File: src/rtl/con_arb_cm.sv
// Round-robin arbiter/sequencer sharing the console dispatch controller between
// up to four requesters, with bounded retry on error and a watchdog timeout.
module con_arb_cm #(
  parameter int unsigned N_REQ     = 4,
  parameter int unsigned ADDR_W    = 10,
  parameter int unsigned TIMEOUT   = 1023,
  parameter int unsigned MAX_RETRY = 1
) (
  input  logic                      clk,
  input  logic                      rst,
  input  logic [N_REQ-1:0]          i_req,
  input  logic [N_REQ*ADDR_W-1:0]   im_req_addr,
  output logic [N_REQ-1:0]          o_ack,
  output logic [N_REQ-1:0]          o_err,
  output logic                      o_timeout,
  output logic                      o_busy,
  output logic [1:0]                o_grant_id,
  output logic                      o_start_con,
  output logic [ADDR_W-1:0]         om_base_addr,
  input  logic                      i_done_con,
  input  logic                      i_error_con
);

  localparam int unsigned ID_W = 2;
  localparam int unsigned WD_W = $clog2(TIMEOUT + 1);
  localparam int unsigned RC_W = 2;

  typedef enum logic [1:0] {
    S_IDLE  = 2'd0,
    S_WAIT  = 2'd1,
    S_RETRY = 2'd2,
    S_RESP  = 2'd3
  } state_e;

  state_e              state_q,     state_d;
  logic [ID_W-1:0]     grant_q,     grant_d;
  logic [ID_W-1:0]     last_q,      last_d;
  logic [ADDR_W-1:0]   addr_q,      addr_d;
  logic                start_q,     start_d;
  logic [N_REQ-1:0]    ack_q,       ack_d;
  logic [N_REQ-1:0]    err_q,       err_d;
  logic                to_q,        to_d;
  logic                busy_q,      busy_d;
  logic [RC_W-1:0]     retry_q,     retry_d;
  logic [WD_W-1:0]     wd_q,        wd_d;
  logic                gap_q,       gap_d;
  logic                resp_ok_q,   resp_ok_d;
  logic                resp_to_q,   resp_to_d;

  // Round-robin pick: first set request after the last granted id
  logic                pick_found;
  logic [ID_W-1:0]     pick_id;
  logic [ID_W-1:0]     pick_idx;
  logic [ADDR_W-1:0]   pick_addr;

  always_comb begin
    pick_found = 1'b0;
    pick_id    = '0;
    pick_idx   = '0;
    for (int unsigned i = 1; i <= N_REQ; i++) begin
      pick_idx = ID_W'((32'(last_q) + i) % N_REQ);
      if (!pick_found && i_req[pick_idx]) begin
        pick_found = 1'b1;
        pick_id    = pick_idx;
      end
    end
  end

  assign pick_addr = im_req_addr[32'(pick_id) * ADDR_W +: ADDR_W];

  // Saturating watchdog; expiry is flagged on the cycle it would reach TIMEOUT
  logic [WD_W-1:0] wd_inc;
  logic            wd_expire;

  assign wd_inc    = (wd_q == WD_W'(TIMEOUT)) ? wd_q : wd_q + WD_W'(1);
  assign wd_expire = (32'(wd_q) + 32'd1) >= TIMEOUT;

  // Next-state and registered-output logic
  always_comb begin
    state_d   = state_q;
    grant_d   = grant_q;
    last_d    = last_q;
    addr_d    = addr_q;
    start_d   = 1'b0;
    ack_d     = '0;
    err_d     = '0;
    to_d      = 1'b0;
    retry_d   = retry_q;
    wd_d      = wd_q;
    gap_d     = gap_q;
    resp_ok_d = resp_ok_q;
    resp_to_d = resp_to_q;

    case (state_q)
      S_IDLE: begin
        if (pick_found) begin
          grant_d = pick_id;
          addr_d  = pick_addr;
          start_d = 1'b1;
          retry_d = '0;
          wd_d    = '0;
          state_d = S_WAIT;
        end
      end

      S_WAIT: begin
        wd_d = wd_inc;
        if (i_done_con) begin
          resp_ok_d = 1'b1;
          resp_to_d = 1'b0;
          state_d   = S_RESP;
        end else if (i_error_con && (32'(retry_q) < MAX_RETRY)) begin
          retry_d = retry_q + RC_W'(1);
          gap_d   = 1'b0;
          state_d = S_RETRY;
        end else if (i_error_con) begin
          resp_ok_d = 1'b0;
          resp_to_d = 1'b0;
          state_d   = S_RESP;
        end else if (wd_expire) begin
          resp_ok_d = 1'b0;
          resp_to_d = 1'b1;
          state_d   = S_RESP;
        end
      end

      // One idle cycle so the dispatcher can settle before the re-launch
      S_RETRY: begin
        if (!gap_q) begin
          gap_d = 1'b1;
        end else begin
          gap_d   = 1'b0;
          start_d = 1'b1;
          wd_d    = '0;
          state_d = S_WAIT;
        end
      end

      S_RESP: begin
        if (resp_ok_q) begin
          ack_d[grant_q] = 1'b1;
        end else begin
          err_d[grant_q] = 1'b1;
          to_d           = resp_to_q;
        end
        last_d  = grant_q;
        state_d = S_IDLE;
      end

      default: state_d = S_IDLE;
    endcase

    busy_d = (state_d != S_IDLE);
  end

  always_ff @(posedge clk or negedge rst) begin
    if (!rst) begin
      state_q   <= S_IDLE;
      grant_q   <= '0;
      last_q    <= ID_W'(N_REQ - 1);
      addr_q    <= '0;
      start_q   <= 1'b0;
      ack_q     <= '0;
      err_q     <= '0;
      to_q      <= 1'b0;
      busy_q    <= 1'b0;
      retry_q   <= '0;
      wd_q      <= '0;
      gap_q     <= 1'b0;
      resp_ok_q <= 1'b0;
      resp_to_q <= 1'b0;
    end else begin
      state_q   <= state_d;
      grant_q   <= grant_d;
      last_q    <= last_d;
      addr_q    <= addr_d;
      start_q   <= start_d;
      ack_q     <= ack_d;
      err_q     <= err_d;
      to_q      <= to_d;
      busy_q    <= busy_d;
      retry_q   <= retry_d;
      wd_q      <= wd_d;
      gap_q     <= gap_d;
      resp_ok_q <= resp_ok_d;
      resp_to_q <= resp_to_d;
    end
  end

  assign o_ack        = ack_q;
  assign o_err        = err_q;
  assign o_timeout    = to_q;
  assign o_busy       = busy_q;
  assign o_grant_id   = grant_q;
  assign o_start_con  = start_q;
  assign om_base_addr = addr_q;

endmodule
File: config.mk
export PLATFORM = sky130hd
export DESIGN_NAME = con_arb_cm
export DESIGN_NICKNAME = d
export VERILOG_FILES = /design/src/rtl/con_arb_cm.sv
export SDC_FILE = /design/constraint.sdc
export NUM_CORES = 1
export LEC_CHECK = 0
export BUFFER_PORTS_ARGS = -buffer_cell sky130_fd_sc_hd__buf_2
export CORE_MARGIN = 3
export CORE_UTILIZATION = 46
export DETAILED_ROUTE_END_ITERATION = 10
export PLACE_DENSITY_LB_ADDON = 0.05
export RECOVER_POWER = 25
export SLEW_MARGIN = 15
export SYNTH_ARGS = -nofsm -noshare
export SYNTH_HDL_FRONTEND = slang
export SYNTH_SLANG_ARGS = --single-unit
File: constraint.sdc
create_clock -name clk -period 1.6 [get_ports clk]
set_clock_uncertainty 0.05 [all_clocks]
set_input_delay 0.24 -clock clk [delete_from_list [all_inputs] [get_ports clk]]
set_output_delay 0.24 -clock clk [all_outputs]
set_load 0.05 [all_outputs]
==> impl_summary.md <==
Clocking
The clock buffer count from CTS is 5. The clock latency reported for the late side of the worst-skew pair is ~300 ps. In this run the number of H-tree levels came out at 2. The TritonCTS sink count is 42. The longest clock path from root to sink contains 2 buffers. Clock-pin slew was measured on the worst setup and hold paths at roughly 90 ps.

The root buffer cell is sky130_fd_sc_hd__clkbuf_8. The clock tree from TritonCTS is yes.

STA
The final hold violation count is 0. The worst pin sits at a relative slew slack of between 30 and 40%. Setup violations remaining at the end of the flow were counted as 14. For the pin with the worst max-slew slack, the measured transition is 992 ps. The final critical path takes up 111% of the cycle.

Setup repair after global routing could not meet its margin everywhere. The post-layout worst setup margin is -169 ps. The fmax is 0.565 GHz.

The final max-slew violation count was 0. After layout, the minimum clock period comes to roughly 1800 ps. The setup total negative slack is -1620 ps.

Die
The number of placement rows is 24. Pin placement for this block handled 71 I/O pins. The overall die height is around 75 um.

The effective utilization at floorplan is between 40% and 50%. In this run the horizontal extent of the chip is 75.0 um. The area of the die is around 5600 um^2. The placeable core area is between 4000 and 5000 um^2.

Final layout
The fraction of the core area covered by cells at the end of the flow is a little over two thirds. The share of post-route cells with drive strength above 1 is approximately 45%. The design area is between 3000 and 4000 um^2. The number of antenna diodes in the final layout is 0. The layout has 330 filler cells.

The final layout net count is ~370. The area growth from synthesis to layout is 43.7%.

Detailed routing
After detailed routing, the average wire length per cell comes to between 10 and 15 um. Dividing the detail-routed via count by the number of cells gives between 5 and 6. The number of DRC violations after detailed routing is 0.

For this block, the routed nets add up to around 5.3 mm of wire. The residual antenna-violating net count after detailed routing is 0. The DRC marker count from the first detailed-route iteration is 97. The detailed-routing iteration count for the pre-antenna-repair pass is 4. The via count is 1988.

Yosys
Summing every instance area after synthesis gives around 2200 um^2. The synthesized instance count is between 200 and 250. After synthesis, the mean cell area works out to a little under 10 um^2. The Yosys warning count is 0. After synthesis, the netlist uses 42 different library cells.

Among all flip-flop cells after synthesis, the most frequent one is sky130_fd_sc_hd__dfrtp_1. For this run, asynchronously set or reset flops after synthesis account for 100%. The number of storage elements in the synthesis netlist is 42. The number of nets in the synthesized netlist is roughly 270. The sequential cell area fraction in the yosys report is approximately half. Yosys mapped a number of flops with a built-in enable equal to 0.

Worst setup path
The startpoint of the worst register-to-register path is last_q[1]. The setup path with the least slack is of type reg2reg. The gate family responsible for the most delay along the worst path is flip-flops. STA classifies the critical path endpoint as a flip-flop.

The arrival time of the worst setup path is approximately 1900 ps. The critical path's largest stage delay is ~560 ps. The critical path goes through nand2b_4 > a21oi_2 > o221ai_2 > buf_6 > clkbuf_16 > mux2i_1 > o221ai_1. The highest-delay cell along the critical path is sky130_fd_sc_hd__dfstp_2. In this run the worst path has a maximum fanout of 7. STA classifies the critical path startpoint as a flip-flop. The critical path startpoint is last_q[1].

The worst register-to-register path ends at om_base_addr[6]. The critical path crosses 7 cells after its start point. The required time of the worst setup path is 1720 ps.

Together, buffers and inverters on the worst path number 2. Measured in cells, the most critical reg-to-reg path has a length of 7. The timing endpoint of the critical path is om_base_addr[6].

Across all register-to-register paths, the minimum setup slack is -170 ps.

Pwr
For this design the static power due to leakage is ~0.0016 uW. Across the VDD grid, the largest voltage drop is roughly 0.95 mV. Power spread over the standard cell area amounts to 1820 nW/um^2. The total power of the final layout is about 5700 uW.

Status
The final reports fail on negative setup slack. The run finished, with violations left.

Hold path
The min-delay analysis places its worst path in the category in2reg.

Global routing
The first global-routing pass estimated ~7.9 mm of wire. The number of antenna violations at the first check in global routing is 0. For this run the aggregate overflow at the end of global routing stands at 0. The number of global-route vias before repair was 1782. The overall track demand over capacity in global routing is about 19%.

Entering global routing, the biggest net connects 43 pins.

Placed design
The wire-length estimate of the detail-placed layout is ~3.6 mm. Summing all placed instances gives a cell area of 2830 um^2. Routability-driven placement finished with a final weighted congestion of roughly 0.82. During placement, the flow inserted port buffers numbering 70.

Run
The tool flagged a number of max-cap violations equal to 0.
-- registers in the layout, summed over array words and instances, names as in the netlist --
name,cells
om_base_addr,10
wd_q,10
o_ack,4
o_err,4
last_q,2
o_grant_id,2
retry_q,2
state_q,2
gap_q,1
o_busy,1
o_start_con,1
o_timeout,1
resp_ok_q,1
resp_to_q,1
-- metrics by stage --
step                      instances  setup slack (ps)  hold WS [ps]
after global routing            376              -234           115
final                           376              -169           110
after global placement          363             -72.9           182
after detailed placement        363              -141           182
after CTS                       372              -129           101
after floorplan                 222             -87.6          -106
-- where the power goes --
group,total [uW],internal [uW],switching [uW]
sequential,1670,1400,265
clock,848,464,384
combinational,3210,1280,1930
-- layout by cell type, fill, tap and decap left out, types with 2 or more instances in the layout --
cell type,synthesis,final
sky130_fd_sc_hd__a21oi_1,10,8
sky130_fd_sc_hd__a21oi_2,0,2
sky130_fd_sc_hd__and2_1,2,2
sky130_fd_sc_hd__buf_2,2,70
sky130_fd_sc_hd__buf_4,3,25
sky130_fd_sc_hd__buf_6,1,4
sky130_fd_sc_hd__clkbuf_8,0,5
sky130_fd_sc_hd__clkinvlp_4,0,2
sky130_fd_sc_hd__dfrtp_1,40,37
sky130_fd_sc_hd__dfrtp_2,0,3
sky130_fd_sc_hd__dfstp_2,2,2
sky130_fd_sc_hd__ha_4,0,2
sky130_fd_sc_hd__inv_1,6,6
sky130_fd_sc_hd__mux2i_1,21,19
sky130_fd_sc_hd__mux2i_2,0,2
sky130_fd_sc_hd__nand2_1,36,36
sky130_fd_sc_hd__nand2b_1,6,5
sky130_fd_sc_hd__nand3_4,0,2
sky130_fd_sc_hd__nand3b_1,2,2
sky130_fd_sc_hd__nand4_1,2,2
sky130_fd_sc_hd__nor2_1,20,16
sky130_fd_sc_hd__nor2_4,0,4
sky130_fd_sc_hd__nor2b_1,3,2
sky130_fd_sc_hd__nor3_1,5,5
sky130_fd_sc_hd__o21ai_0,11,8
sky130_fd_sc_hd__o21ai_1,0,3
sky130_fd_sc_hd__o221ai_1,10,10
sky130_fd_sc_hd__o22ai_1,2,2
sky130_fd_sc_hd__o31ai_1,2,2
sky130_fd_sc_hd__or2_4,0,2
sky130_fd_sc_hd__xnor2_1,5,3
sky130_fd_sc_hd__xnor2_2,0,2
-- cells in the mapped netlist, drive strengths merged, types with 3 or more instances --
cell     n  area share (%)
a21oi   10             2.3
buf      6             2.0
clkbuf   4            0.68
dfrtp   40              46
ha       3             1.7
inv      6             1.0
mux2i   21             9.6
nand2   36             6.2
nand2b   6             1.7
nand3    3            0.68
nand4    3             1.1
nor2    20             3.4
nor2b    3            0.86
nor3     5             1.1
nor4     3             1.1
o21ai   11             2.5
o221ai  11             4.7
o31ai    3             1.7
xnor2    5             2.0
-- routing by layer --
| metal | GRT usage, % | vias up | wire length [um] |
|---|---|---|---|
| li1 | - | 988 | - |
| met2 | 30.9 | 40 | 2700 |
| met5 | 0 | - | 0 |
| met4 | 6.52 | 0 | 68 |
| met1 | 23.6 | 953 | 2290 |
| met3 | 4.41 | 7 | 216 |
-- how the worst min path moves through the flow --
stage / start / end / slack (ps) / cells past startpoint
6_report: i_done_con / resp_ok_q / 110 / 2
5_1_grt: i_done_con / resp_ok_q / 110 / 2
4_1_cts: i_done_con / resp_ok_q / 100 / 2
3_5_place_dp: rst / o_ack[3] / 180 / 2
3_3_place_gp: rst / o_err[0] / 180 / 2
2_1_floorplan: rst / gap_q / -110 / 0
-- cells by family after synthesis --
| kind of cell | synth area share [%] |
|---|---|
| AOI/OAI and AO/OA | 14.1 |
| xor gates and xnor gates | 2.80 |
| adders and majority gates | 1.71 |
| buffers and inverters | 3.71 |
| DFF | 48.1 |
| muxes | 10.1 |
| and+or+nand+nor | 19.5 |
-- cell type report --
type / count / area [um^2] / area share, %
multi-input cells: 164 / 1230 / 39.1
flip-flops and latches: 42 / 1060 / 33.6
repair buffers: 104 / 658 / 20.9
clock buffers: 5 / 68.8 / 2.19
well taps: 52 / 65.1 / 2.07
clock inverters: 3 / 45.0 / 1.43
inverters: 6 / 22.5 / 0.715
-- repair_timing --
item	4_1_cts	5_1_grt
hold buffers	1	0
resized for setup	7	31
hold endpoints to repair	40	0
setup endpoints to repair	18	22
pin swaps	2	14
setup buffers	0	4
cloned	0	1
Power figures use the tool's default switching activity.
